`src/rtl/mem_stage_ctrl_pkg.sv`:
```
// Shared pipeline buffer types, MEM-stage FSM states and load/store funct3 codes.
package mem_stage_ctrl_pkg;

  typedef struct packed {
    logic        reg_write;
    logic [1:0]  reg_wb_src;
    logic        mem_read;
    logic        mem_write;
    logic        branch;
    logic        jump;
    logic [2:0]  funct3;
    logic [4:0]  rs2;
    logic [4:0]  rd;
    logic [31:0] pc_plus_4;
    logic [31:0] ALU_result;
    logic [31:0] rd2;
    logic [31:0] tb_current_instr;
  } ex_mem_reg;

  typedef struct packed {
    logic        reg_write;
    logic [1:0]  reg_wb_src;
    logic [4:0]  rd;
    logic [31:0] pc_plus_4;
    logic [31:0] ALU_result;
    logic [31:0] mem_read_data;
    logic [31:0] tb_current_instr;
  } mem_wb_reg;

  typedef enum logic [1:0] {
    IDLE   = 2'd0,
    REQ    = 2'd1,
    WAIT_R = 2'd2
  } mem_state_e;

  localparam logic [2:0] F3_B  = 3'b000;
  localparam logic [2:0] F3_H  = 3'b001;
  localparam logic [2:0] F3_W  = 3'b010;
  localparam logic [2:0] F3_BU = 3'b100;
  localparam logic [2:0] F3_HU = 3'b101;

endpackage

```
`src/rtl/mem_lane_align.sv`:
```
// Byte-lane steering for stores and lane extraction/extension for loads.
module mem_lane_align
  import mem_stage_ctrl_pkg::*;
(
  input  logic [2:0]  funct3,
  input  logic        write,
  input  logic [1:0]  addr,
  input  logic [31:0] rd2,
  input  logic [31:0] rdata,
  output logic [3:0]  be,
  output logic [31:0] wdata,
  output logic [31:0] load_data,
  output logic        misaligned
);

  logic        is_byte;
  logic        is_half;
  logic [7:0]  byte_sel;
  logic [15:0] half_sel;

  always_comb begin
    // Stores only know B and H; the unsigned codes fall through to word width.
    is_byte  = write ? (funct3 == F3_B) : (funct3 == F3_B || funct3 == F3_BU);
    is_half  = write ? (funct3 == F3_H) : (funct3 == F3_H || funct3 == F3_HU);
    byte_sel = rdata[{addr, 3'b000} +: 8];
    half_sel = rdata[{addr[1], 4'b0000} +: 16];

    be         = 4'b1111;
    wdata      = rd2;
    load_data  = rdata;
    misaligned = 1'b0;

    if (is_byte) begin
      be        = 4'b0001 << addr;
      wdata     = {4{rd2[7:0]}};
      load_data = funct3[2] ? {24'b0, byte_sel} : {{24{byte_sel[7]}}, byte_sel};
    end else if (is_half) begin
      be         = 4'b0011 << {addr[1], 1'b0};
      wdata      = {2{rd2[15:0]}};
      load_data  = funct3[2] ? {16'b0, half_sel} : {{16{half_sel[15]}}, half_sel};
      misaligned = addr[0];
    end else begin
      misaligned = (addr != 2'b00);
    end
  end

endmodule

```
`src/rtl/mem_stage_ctrl.sv`:
```
// MEM stage: req/gnt/rvalid data-memory handshake, upstream stall and MEM/WB register.
//   state  | meaning
//   IDLE   | no access outstanding; non-memory ops and granted stores pass straight through
//   REQ    | request raised, waiting for gnt with addr/be/wdata held
//   WAIT_R | load granted, waiting for rvalid or timeout
module mem_stage_ctrl
  import mem_stage_ctrl_pkg::*;
#(
  parameter int DMEM_AW      = 9,
  parameter int WAIT_TIMEOUT = 255
) (
  input  logic               clk,
  input  logic               rst_n,
  input  ex_mem_reg          ex_mem_i,
  input  logic               ex_valid_i,
  output logic               mem_stall_o,
  output mem_wb_reg          mem_wb_o,
  output logic               wb_valid_o,
  output logic               dmem_req_o,
  output logic               dmem_we_o,
  output logic [DMEM_AW-1:0] dmem_addr_o,
  output logic [3:0]         dmem_be_o,
  output logic [31:0]        dmem_wdata_o,
  input  logic               dmem_gnt_i,
  input  logic               dmem_rvalid_i,
  input  logic [31:0]        dmem_rdata_i,
  output logic               misalign_o,
  output logic               timeout_o
);

  localparam int CW = (WAIT_TIMEOUT < 2) ? 1 : $clog2(WAIT_TIMEOUT + 1);

  mem_state_e    state, state_nxt;
  logic [CW-1:0] wait_cnt;
  logic          is_load, is_store, is_mem, misaligned;
  logic          req, stall, complete, load_done, misalign_hit, timeout_hit;
  logic          tmo_reached, wb_load;
  logic [31:0]   load_data;
  mem_wb_reg     wb_nxt;
  logic          unused_fields;

  assign is_load  = ex_mem_i.mem_read;
  assign is_store = ex_mem_i.mem_write & ~ex_mem_i.mem_read;
  assign is_mem   = ex_valid_i & (ex_mem_i.mem_read | ex_mem_i.mem_write);
  assign unused_fields = ^{ex_mem_i.branch, ex_mem_i.jump, ex_mem_i.rs2};

  mem_lane_align u_align (
    .funct3     (ex_mem_i.funct3),
    .write      (is_store),
    .addr       (ex_mem_i.ALU_result[1:0]),
    .rd2        (ex_mem_i.rd2),
    .rdata      (dmem_rdata_i),
    .be         (dmem_be_o),
    .wdata      (dmem_wdata_o),
    .load_data  (load_data),
    .misaligned (misaligned)
  );

  assign tmo_reached = (WAIT_TIMEOUT != 0) && (wait_cnt == CW'(WAIT_TIMEOUT - 1));

  always_comb begin
    state_nxt    = state;
    req          = 1'b0;
    stall        = 1'b0;
    complete     = 1'b0;
    load_done    = 1'b0;
    misalign_hit = 1'b0;
    timeout_hit  = 1'b0;
    case (state)
      IDLE: begin
        if (is_mem && misaligned) begin
          complete     = 1'b1;
          misalign_hit = 1'b1;
        end else if (is_mem) begin
          req = 1'b1;
          if (is_store && dmem_gnt_i) begin
            complete = 1'b1;
          end else begin
            stall     = 1'b1;
            state_nxt = (is_load && dmem_gnt_i) ? WAIT_R : REQ;
          end
        end else begin
          complete = ex_valid_i;
        end
      end
      REQ: begin
        req = 1'b1;
        if (dmem_gnt_i && is_store) begin
          complete  = 1'b1;
          state_nxt = IDLE;
        end else begin
          stall = 1'b1;
          if (dmem_gnt_i) state_nxt = WAIT_R;
        end
      end
      WAIT_R: begin
        if (dmem_rvalid_i) begin
          complete  = 1'b1;
          load_done = 1'b1;
          state_nxt = IDLE;
        end else if (tmo_reached) begin
          complete    = 1'b1;
          timeout_hit = 1'b1;
          state_nxt   = IDLE;
        end else begin
          stall = 1'b1;
        end
      end
      default: state_nxt = IDLE;
    endcase
  end

  // Bubbles in IDLE still refresh the buffer so pass-through fields track EX/MEM.
  assign wb_load = complete | ((state == IDLE) & ~ex_valid_i);

  always_comb begin
    wb_nxt                  = '0;
    wb_nxt.reg_write        = ex_mem_i.reg_write & ~(misalign_hit | timeout_hit);
    wb_nxt.reg_wb_src       = ex_mem_i.reg_wb_src;
    wb_nxt.rd               = ex_mem_i.rd;
    wb_nxt.pc_plus_4        = ex_mem_i.pc_plus_4;
    wb_nxt.ALU_result       = ex_mem_i.ALU_result;
    wb_nxt.mem_read_data    = load_done ? load_data : 32'h0;
    wb_nxt.tb_current_instr = ex_mem_i.tb_current_instr;
  end

  assign dmem_req_o  = req & rst_n;
  assign dmem_we_o   = req & is_store & rst_n;
  assign mem_stall_o = stall & rst_n;
  assign dmem_addr_o = ex_mem_i.ALU_result[DMEM_AW+1:2];

  always_ff @(posedge clk or negedge rst_n) begin
    if (!rst_n) state <= IDLE;
    else        state <= state_nxt;
  end

  always_ff @(posedge clk or negedge rst_n) begin
    if (!rst_n) begin
      wait_cnt   <= '0;
      mem_wb_o   <= '0;
      wb_valid_o <= 1'b0;
      misalign_o <= 1'b0;
      timeout_o  <= 1'b0;
    end else begin
      wait_cnt   <= (state == WAIT_R && state_nxt == WAIT_R) ? wait_cnt + 1'b1 : '0;
      wb_valid_o <= complete;
      misalign_o <= misalign_hit;
      timeout_o  <= timeout_hit;
      if (wb_load) mem_wb_o <= wb_nxt;
    end
  end

endmodule

```
`config.mk`:
```
export PLATFORM = sky130hd
export DESIGN_NAME = mem_stage_ctrl
export DESIGN_NICKNAME = d
export VERILOG_FILES = /design/src/rtl/mem_stage_ctrl_pkg.sv /design/src/rtl/mem_lane_align.sv /design/src/rtl/mem_stage_ctrl.sv
export SDC_FILE = /design/constraint.sdc
export NUM_CORES = 1
export LEC_CHECK = 0
export ABC_AREA = 1
export ABC_CLOCK_PERIOD_IN_PS = 2000
export BUFFER_PORTS_ARGS = -buffer_cell sky130_fd_sc_hd__buf_2
export CORE_MARGIN = 3
export CORE_UTILIZATION = 40
export DETAILED_ROUTE_END_ITERATION = 8
export PLACE_DENSITY_LB_ADDON = 0.08
export SYNTH_ARGS = -nofsm -noshare
export SYNTH_HDL_FRONTEND = slang
export SYNTH_SLANG_ARGS = --single-unit
```
`constraint.sdc`:
```
create_clock -name clk -period 2 [get_ports clk]
set_clock_uncertainty 0.05 [all_clocks]
set_input_delay 0.4 -clock clk [delete_from_list [all_inputs] [get_ports clk]]
set_output_delay 0.4 -clock clk [all_outputs]
set_load 0.1 [all_outputs]
```
# Word level (Yosys, flattened, before mapping)
# Cells that the tools add are included.
[totals]
ff_bits = 149
latch_bits = 0
ram_bits = 0
mem_bits_ro = 0
output_inout_bits = 187
elab_cells = 91
memories = 0
[classes]
addsub = 1
mul = 0
n_div = 0
order_cmp = 0
eq_ne = 7
n_shift = 4
n_mux = 44
bitwise = 14
n_reduce_logical = 9
[op_table]
columns = ["cell", "count"]
rows = [
  ["two-way mux 32 bit", 7],
  ["indexed part select 32 x 6 -> 16 bit", 1],
  ["indexed part select 32 x 6 -> 8 bit", 1],
  ["two-way mux 1 bit", 22],
  ["two-way mux 2 bit", 8],
  ["adder 8 x 1 -> 8 bit, second input constant", 1],
  ["bitwise AND 1 bit", 8],
  ["equality test 8 bit, second input constant", 1],
  ["two-way mux 4 bit", 2],
  ["two-way mux 8 bit", 1],
  ["equality test 3 bit, second input constant", 2],
  ["one-hot mux 1 bit (3 select lines)", 2],
  ["one-hot mux 2 bit (3 select lines)", 1],
  ["equality test 2 bit, second input constant", 2],
  ["logical AND 1 bit", 4],
  ["<< shifter 1 x 2 -> 4 bit, first input constant", 1],
  ["<< shifter 2 x 2 -> 4 bit, first input constant", 1],
  ["equality test 3 x 1 -> 1 bit, second input constant", 1],
  ["zero test 3 bit", 1],
  ["NOT 1 bit", 3],
  ["OR 1 bit", 3],
  ["equality test 2 x 1 -> 1 bit, second input constant", 1],
  ["zero test 2 bit", 1],
  ["logical OR 1 bit", 2],
  ["2 further kinds", 2],
]

# Logic depth before layout (Yosys ltp)
# Gate-level depths: netlist (run 1).
[logic_depth]
word_depth = 11
mapped_depth = 12
ltp_nobuf = 11

# Hierarchy
# Synthesis (run 1) repeated with hierarchy kept, for this count alone.
[hier_totals]
hier_cells = 1060
area_unflattened_um2 = 8413.1
[modules_own_cells]
columns = ["module", "n_inst", "cells_per_inst", "area_per_inst_um2"]
rows = [
  ["mem_stage_ctrl", 1, 704, 6842.8],
  ["mem_lane_align", 1, 356, 1570.3],
]

# Worst setup path before layout (run 1)
# OpenSTA, ideal clock, no wires.
[synth_path]
kind = "input-to-output"
start = "in ex_mem_i[144] (netlist name)"
end = "out dmem_wdata_o[10]"
arrival_time_ns = 3.140
required_time_ns = 1.550
path_slack_ns = -1.590
stages = 7
cell_sequence = "inv_2 > nand3_1 > nand2_1 > buf_4 > nor2_4 > clkbuf_1 > o21ai_0"
[synth_between]
elab_chain_cells = 4
[synth_lines]
columns = ["element", "line_no", "source"]
rows = [
  ["from (decl)", "mem_stage_ctrl.sv:14", "input ex_mem_reg ex_mem_i,"],
  ["NOT 1 bit", "mem_stage_ctrl.sv:43", "assign is_store = ex_mem_i.mem_write & ~ex_mem_i.mem_read;"],
  ["bitwise AND 1 bit", "mem_stage_ctrl.sv:43", ""],
  ["two-way mux 1 bit", "mem_lane_align.sv:23", "is_byte = write ? (funct3 == F3_B) : (funct3 == F3_B || funct3 == F3_BU);"],
  ["two-way mux 32 bit", "mem_lane_align.sv:33", "if (is_byte) begin"],
  ["to (decl)", "mem_stage_ctrl.sv:23", "output logic [31:0] dmem_wdata_o,"],
]
# No other way between the ends.

# Worst setup path in the final report (run 1)
[layout_path]
start = "reg wait_cnt[0]"
end = "out mem_stall_o"
[layout_between]
elab_chain_cells = 5
[layout_lines]
columns = ["element", "line_no", "source"]
rows = [
  ["from (decl)", "mem_stage_ctrl.sv:34", "logic [CW-1:0] wait_cnt;"],
  ["from (signal assigned)", "mem_stage_ctrl.sv:145", "wait_cnt <= (state == WAIT_R && state_nxt == WAIT_R) ? wait_cnt + 1'b1 : '0;"],
  ["equality test 8 bit", "mem_stage_ctrl.sv:59", "assign tmo_reached = (WAIT_TIMEOUT != 0) && (wait_cnt == CW'(WAIT_TIMEOUT - 1));"],
  ["two-way mux 1 bit", "mem_stage_ctrl.sv:101", "end else if (tmo_reached) begin"],
  ["two-way mux 1 bit", "mem_stage_ctrl.sv:97", "if (dmem_rvalid_i) begin"],
  ["one-hot mux 1 bit (3 select lines)", "mem_stage_ctrl.sv:69", "case (state)"],
  ["bitwise AND 1 bit", "mem_stage_ctrl.sv:129", "assign mem_stall_o = stall & rst_n;"],
  ["to (decl)", "mem_stage_ctrl.sv:16", "output logic mem_stall_o,"],
]
# No other way between the ends.

==> results by group, run 1 <==
Outcome
  – Status: finished with violations
  – Failing checks: setup timing

Setup path
  – Worst setup EP type: output port
  – CP max stage cell: dfrtp_1
  – Data required time of the worst path: 1.55 ns
  – Cell family with most CP delay: flip-flops
  – CP max stage delay: 0.39 ns
  – R2R depth: 12
  – Setup crit start kind: flip-flop
  – Crit path depth: 9
  – Critical path, cell by cell: inv_1, ha_1, inv_1, nor2_2, nand2_2, nand3_2, o21ai_2, o21a_4, buf_12
  – CP Class: flip-flop to output port
  – Buffer and inverter count on the worst path: 3
  – Critical Path Fanout Max: 2
  – CP dominant cell by count: inv_1
  – Worst EP arrival: 1.75 ns

Timing
  – Max Freq: 454 MHz
  – Measured slew at the worst slew-check pin: 0.879 ns
  – Post-route clock period utilization: 110%
  – Crit path time final: 2.20 ns
  – Fin. max-slew vios: 0
  – # setup viols final: 1
  – Final worst setup slack: -0.204 ns
  – Slew margin rel.: 41.4%
  – Final hold violation count: 0
  – RSZ-0062 raised after global routing: yes

Clock tree
  – Num Clock Sinks: 149
  – H-Tree Depth: 4
  – Worst-skew pair later-pin latency: 0.42 ns
  – Longest Clk Path Bufs: 2
  – Worst-path clk slew: 0.07 ns
  – CTS Root Cell: clkbuf_16
  – CTS Buf Count: 17
  – TritonCTS clock tree: built

Drt
  – Avg WL per Cell: 16.7 um
  – Drt total wl: 26,300 um
  – Initial drt markers: 456
  – Total number of vias: 8,152
  – Vias per cell: 5.19
  – Drt pass-1 iters: 5
  – Drt drc: 0
  – Antenna viol nets, final: 0

Logic synthesis
  – Cells after Synth: 969
  – Syn Area/Cell: 7.88 um2
  – Sequential area share after synthesis: 48.9%
  – Commonest cells in the netlist: 390 x nand2_1, 149 x dfrtp_1, 138 x nand4_1, 55 x nand3_1, 45 x buf_2
  – Count leader, synth: nand2_1
  – Synthesized cell area: 7630 um2
  – Count of cell types in the netlist: 32
  – Cell taking the most area after synthesis: dfrtp_1
  – Area contributors post-synth: dfrtp_1 49%, nand2_1 19%, nand4_1 11%, nand3_1 3.6%, buf_2 3.0%
  – #FFs+latches synth: 149
  – Synth Flop Type: dfrtp_1
  – Post-synth top area share: 48.9%
  – Synthesis Warnings: 0
  – Post-Syn Nets: 1,156
  – Post-synth EDFFs: 0
  – Async S/R FF share, synth: 100%

Hold path
  – Tightest Hold Check Type: input pin to flip-flop
  – Hold Crit Depth: 3

Layout
  – Final std cells w/o fill: 1,572
  – Nets: 1,515
  – Final instance area: 11,300 um2
  – Ratio of cells with drive above 1 in the final layout: 39.4%
  – Finished Core Util: 61.9%
  – Area growth, synth to finish: 48.7%
  – Fill count: 1,664

Power
  – Switching part of the total: 58.5%
  – Clock network power share: 17.8%
  – Peak VDD IR: 717 uV
  – Leakage: 6.36 nW
  – Combinational Power Share: 58.2%
  – Flop pwr share: 24.0%
  – Switching power: 10.2 mW
  – Power Density: 1540 nW/um2
  – Internal power: 7.24 mW

Placement
  – Post-DP HPWL: 19,000 um
  – Placed cell count: 1,520
  – DP Area: 10,500 um2
  – Final Wtd Congestion: 0.889
  – Input/output buffers: 364
  – Place WS: -0.0780 ns

Global route
  – First-pass GRT wire length: 41,000 um
  – Initial antenna violation count: 1
  – GRT Total Usage: 24.6%
  – Grt ovf: 0
  – Pin count of the biggest net entering global routing: 84
  – Vias in the first global route: 7,967

Floorplanning
  – Die Wd: 144 um
  – Row count: 49
  – Die Y: 144 um
  – Ports: 372
  – Initial Util: 41.6%
  – Die area: 20,800 um2
  – Total core area: 18,300 um2

Job
  – Max-cap violations: 0
flip-flops by register name, indices dropped and copies added, names as in the netlist:
name and count:
mem_wb_o 136, timeout_o 1, state 2, misalign_o 1
wait_cnt 8, wb_valid_o 1
worst reg2reg max path, cell delays in order, from the launching register on:
cell     delay [ns]
dfrtp_1        0.36
inv_1          0.05
ha_1           0.18
inv_1          0.06
nor2_2         0.04
nand2_2        0.07
nand3_2        0.09
buf_4          0.15
buf_4          0.12
buf_4          0.12
buf_4          0.12
buf_4          0.17
nor3b_2        0.18
placed cells by master, fill, tap and decap left out, types with 2 or more instances in the layout:
cell and count:
a21oi_1 5, buf_12 47, buf_2 330, buf_4 46
buf_6 3, clkbuf_16 20, clkinv_4 4, dfrtp_1 149
diode_2 2, ha_1 2, inv_1 40, inv_2 5
inv_6 6, inv_8 6, nand2_1 366, nand2_2 18
nand2_4 10, nand3_1 53, nand3_4 3, nand4_1 138
nor2_1 19, nor2_2 3, nor2_4 6, nor3b_2 3
o211ai_1 8, o21ai_0 11, o21ai_2 3, o21ai_4 8
o22ai_1 14, xor2_1 2
cells by family (layout without fill, tap and decap cells):
kind of cell / Yosys count / after routing / synth area share (%)
XOR/XNOR: 3 / 3 / 0.344
AO/OA/AOI/OAI: 51 / 51 / 4.12
adder cells (fa/ha/maj): 2 / 2 / 0.328
flip-flops: 149 / 149 / 48.9
AND/OR/NAND/NOR: 623 / 623 / 36.9
buffers and inverters: 141 / 513 / 9.48
other: 0 / 2 / 0
timing repair:
action / 4_1_cts / 5_1_grt
hold buffers: 1 / 0
endpoints found under the hold margin: 73 / 0
setup endpoints to repair: 15 / 33
pin swaps: 12 / 13
gates resized for setup: 20 / 26
buffers inserted: 13 / 7
gates cloned: 1 / 0
per-layer routing:
metal,global-route usage (%),wire [um]
met2,40.1,12600
met3,7.11,2510
met5,0,0
met1,31.3,10600
met4,8.82,668
path summary, 6_finish.rpt:
check	slack, ns	startpoint	to
min in group asynchronous	0.56	rst_n	state[0]
worst min register to register	0.47	mem_wb_o[45]	mem_wb_o[45]
worst min-delay path	0.12	ex_mem_i[11]	mem_wb_o[11]
max in group asynchronous	0.55	rst_n	mem_wb_o[67]
worst max register to register	0.17	wait_cnt[0]	wait_cnt[2]
worst max-delay path	-0.20	wait_cnt[0]	mem_stall_o
through the flow:
stage	TNS [ns]	hold WS (ns)	total power [mW]
after floorplan	-5.61	0.0544	12.2
after global placement	-0.465	0.427	14.3
after detailed placement	-0.532	0.437	14.3
after CTS	-1.02	0.102	17.5
after global routing	-0.347	0.115	18.2
final	-0.204	0.118	17.4
layout make-up:
type	count	area (um2)	share of cell area (%)
Sequential cell	149	3730	32.9
Multi-Input combinational cell	679	3480	30.6
Timing Repair Buffer	431	3070	27.1
Clock buffer	18	439	3.87
Tap cell	229	287	2.52
Inverter	50	206	1.82
Clock inverter	14	134	1.18
Antenna cell	2	5.00	0.0441
power groups by stage:
stage	Combinational, mW	Clock [mW]	Sequential (mW)
3_5_place_dp	10.1	0	4.23
4_1_cts	10.2	3.18	4.19
3_3_place_gp	10.1	0	4.20
5_1_grt	10.6	3.31	4.29
2_1_floorplan	2.25	0	9.94
6_report	10.1	3.11	4.19
(Power assumes the default switching activity.)
==> run 2: changes to the inputs <==
--- a/config.mk
+++ b/config.mk
@@ -6,7 +6,7 @@
 export NUM_CORES = 1
 export LEC_CHECK = 0
 export ABC_AREA = 1
-export ABC_CLOCK_PERIOD_IN_PS = 2000
+export ABC_CLOCK_PERIOD_IN_PS = 2200
 export BUFFER_PORTS_ARGS = -buffer_cell sky130_fd_sc_hd__buf_2
 export CORE_MARGIN = 3
 export CORE_UTILIZATION = 40
==> constraint.sdc (replaced) <==
create_clock -name clk -period 2.2 [get_ports clk]
set_clock_uncertainty 0.05 [all_clocks]
set_input_delay 0.44 -clock clk [delete_from_list [all_inputs] [get_ports clk]]
set_output_delay 0.44 -clock clk [all_outputs]
set_load 0.1 [all_outputs]
==> run 2 against run 1 <==
Net effect: the flow still finishes with violations (setup timing); clock power down 9.0%; sequential share of layout area grew 1.1 points; largest power group unchanged; clock-buffer cell count stayed put; via count shrank 1.8%; total power shrank 9.7%; first-iteration DRC count increased by 29%; worst hold slack better by 0.0055 ns.
==> results by group, run 2 (synthesis gave the netlist of run 1 again) <==
Layout
  – Register bank with the most flops: mem_wb_o
  – Ratio of cells with drive above 1 in the final layout: 37.4% (-2.0 points)
  – Area growth, synth to finish: 43.9%
  – Fill count: 1,697 (+2.0%)
  – Most common cell after layout, fill and taps aside: nand2_1
  – Most frequent cells in the layout: 377 x nand2_1, 332 x buf_2, 149 x dfrtp_1
  – Top flop regs: mem_wb_o: 136 flops, wait_cnt: 8 flops, state: 2 flops
  – Max reg flops: 136 (unchanged)
  – Nets: 1,501 (-0.92%)

Global route
  – First-pass GRT wire length: 40,500 um (-1.0%)
  – Pin count of the biggest net entering global routing: 150 (+79%)
  – Initial antenna violation count: 0 (-1)
  – Vias in the first global route: 7,515 (-5.7%)
  – Grt ovf: 0 (unchanged)
  – GRT Total Usage: 24.8% (+0.21 points)

Setup path
  – Buffer and inverter count on the worst path: 3 (unchanged)
  – Setup crit start kind: flip-flop
  – CP max stage delay: 0.38 ns (about the same)
  – Crit path depth: 9 (unchanged)
  – Critical Path Fanout Max: 2 (unchanged)
  – Worst EP arrival: 1.75 ns (about the same)
  – Data required time of the worst path: 1.71 ns (+0.16 ns)
  – Cell family with most CP delay: flip-flops
  – CP max stage cell: dfrtp_1
  – R2R depth: 9 (-3)
  – Worst setup EP type: output port
  – CP Class: flip-flop to output port
  – Critical path, cell by cell: inv_1, ha_2, inv_2, nor2_2, nand2_1, nand3_2, o21ai_2, o21a_2, buf_12

Clock tree
  – CTS Root Cell: clkbuf_16
  – Longest Clk Path Bufs: 2 (unchanged)
  – CTS Buf Count: 17 (unchanged)
  – Num Clock Sinks: 149 (unchanged)
  – Worst-path clk slew: 0.06 ns (about the same)
  – H-Tree Depth: 4 (unchanged)
  – TritonCTS clock tree: built
  – Worst-skew pair later-pin latency: 0.42 ns (about the same)

Drt
  – Initial drt markers: 589 (+29%)
  – Drt total wl: 26,600 um (+1.2%)
  – Antenna viol nets, final: 0 (unchanged)
  – Avg WL per Cell: 17.1 um (+1.9%)
  – Total number of vias: 8,007 (-1.8%)
  – Vias per cell: 5.13 (-1.0%)
  – Drt drc: 0 (unchanged)
  – Drt pass-1 iters: 6 (+1)

Power
  – Combinational Power Share: 57.9% (-0.3 points)
  – Pwr Total: 15.7 mW (-9.7%)
  – Switching part of the total: 58.3% (-0.19 points)
  – Switching power: 9.18 mW (-10%)
  – Internal power: 6.56 mW (-9.3%)
  – Leakage: 6.20 nW (-2.5%)
  – Flop pwr share: 24.1% (about the same)
  – Peak VDD IR: 656 uV (-8.5%)
  – Power Density: 1430 nW/um2 (-6.7%)
  – Clock network power share: 18.0% (+0.2 points)

Floorplanning
  – Initial Util: 41.6% (unchanged)
  – Ports: 372 (unchanged)
  – Total core area: 18,300 um2 (unchanged)
  – Row count: 49 (unchanged)
  – Die area: 20,800 um2 (unchanged)
  – Die Wd: 144 um (unchanged)
  – Die Y: 144 um (unchanged)

Timing
  – Post-route clock period utilization: 102%
  – Measured slew at the worst slew-check pin: 0.799 ns (-0.0791 ns)
  – # setup viols final: 1 (unchanged)
  – Crit path time final: 2.24 ns
  – RSZ-0062 raised after global routing: yes
  – Max Freq: 446 MHz
  – Slew margin rel.: 46.7% (+5.3 points)
  – Fin. max-slew vios: 0 (unchanged)
  – Final worst setup slack: -0.0421 ns (+0.162 ns)
  – Final hold violation count: 0 (unchanged)

Outcome
  – Status: finished with violations
  – Failing checks: setup timing

Job
  – Max-cap violations: 0 (unchanged)

Placement
  – Place WS: 0.0158 ns (+0.0939 ns)
  – Input/output buffers: 364 (unchanged)
  – Post-DP HPWL: 19,200 um (+1.4%)
  – Final Wtd Congestion: 0.937 (+5.4%)

Hold path
  – Tightest Hold Check Type: input pin to asynchronous set/reset pin
## run 2: changes by cell type in the layout (fill, tap and decap cells not counted), sizes merged
cell         before  now
clkinv            6    3
clkinvlp          1    3
bufinv            0    1
diode             2    4
clkbuf           21   20
dlygate4sd3       1    0
buf             427  415
## run 2: per-stage QoR
step | area (um2) | hold WS (ns) | utilization, % | cells | TNS (ns)
finish | 11000 | 0.123 | 59.9 | 1560 | -0.0421
global route | 11000 | 0.135 | 59.9 | 1556 | -0.238
CTS | 10900 | 0.138 | 59.4 | 1549 | -0.0741
detailed placement | 10300 | 0.435 | 56.2 | 1516 | 0
global placement | 10300 | 0.431 | 56.2 | 1516 | 0
floorplan | 7760 | 0.0944 | - | 969 | -5.18
## run 2: area by class of cell
cell class / instances / area, um2 / share of cell area (%)
clock buffer: 18 / 429 / 3.91
tap: 229 / 287 / 2.61
inverter: 50 / 198 / 1.80
multi-input combinational: 679 / 3340 / 30.4
clock inverter: 14 / 141 / 1.29
antenna: 4 / 10.0 / 0.0911
sequential: 149 / 3730 / 34.0
timing repair buffer: 417 / 2850 / 25.9
## run 2: worst paths after layout
kind	start	end	slack, ns
max	wait_cnt[0]	mem_stall_o	-0.04
min	rst_n	mem_wb_o[27]	0.12
max reg2reg	state[1]	mem_wb_o[92]	0.43
min reg2reg	mem_wb_o[59]	mem_wb_o[59]	0.47
max in group asynchronous	rst_n	mem_wb_o[45]	1.39
min in group clk	ex_mem_i[6]	mem_wb_o[6]	0.16
## run 2: repair_timing
| action | 4_1_cts | 5_1_grt |
|---|---|---|
| cloned | 0 | 0 |
| gates resized for setup | 6 | 7 |
| buffers inserted | 1 | 7 |
| endpoints found under the setup margin | 1 | 8 |
| pin swaps | 3 | 3 |
| hold buffers | 0 | 0 |
## run 2: power by group through the flow
stage	clock network (mW)	logic, mW	registers [mW]
CTS	2.90	9.15	3.80
detailed placement	0	9.13	3.84
finish	2.83	9.11	3.80
global route	3.04	9.47	3.88
floorplan	0	2.03	9.03
global placement	0	9.11	3.82
## run 2: worst register-to-register path, delay by kind of cell (launching register included)
| family | cells | cell delay [ns] |
|---|---|---|
| AND/OR/NAND/NOR | 7 | 0.93 |
| buffers and inverters | 2 | 0.32 |
| flip-flops | 1 | 0.38 |
## run 2: metal layers
layer / routed length (um) / GRT usage, % / up-vias / part of all wire [%]
met5: 0 / 0 / - / 0
met4: 332 / 7.09 / 0 / 1.2
met2: 13200 / 41.1 / 338 / 49
met3: 2360 / 7.44 / 19 / 8.8
met1: 10800 / 31.7 / 3720 / 40
li1: - / - / 3930 / -
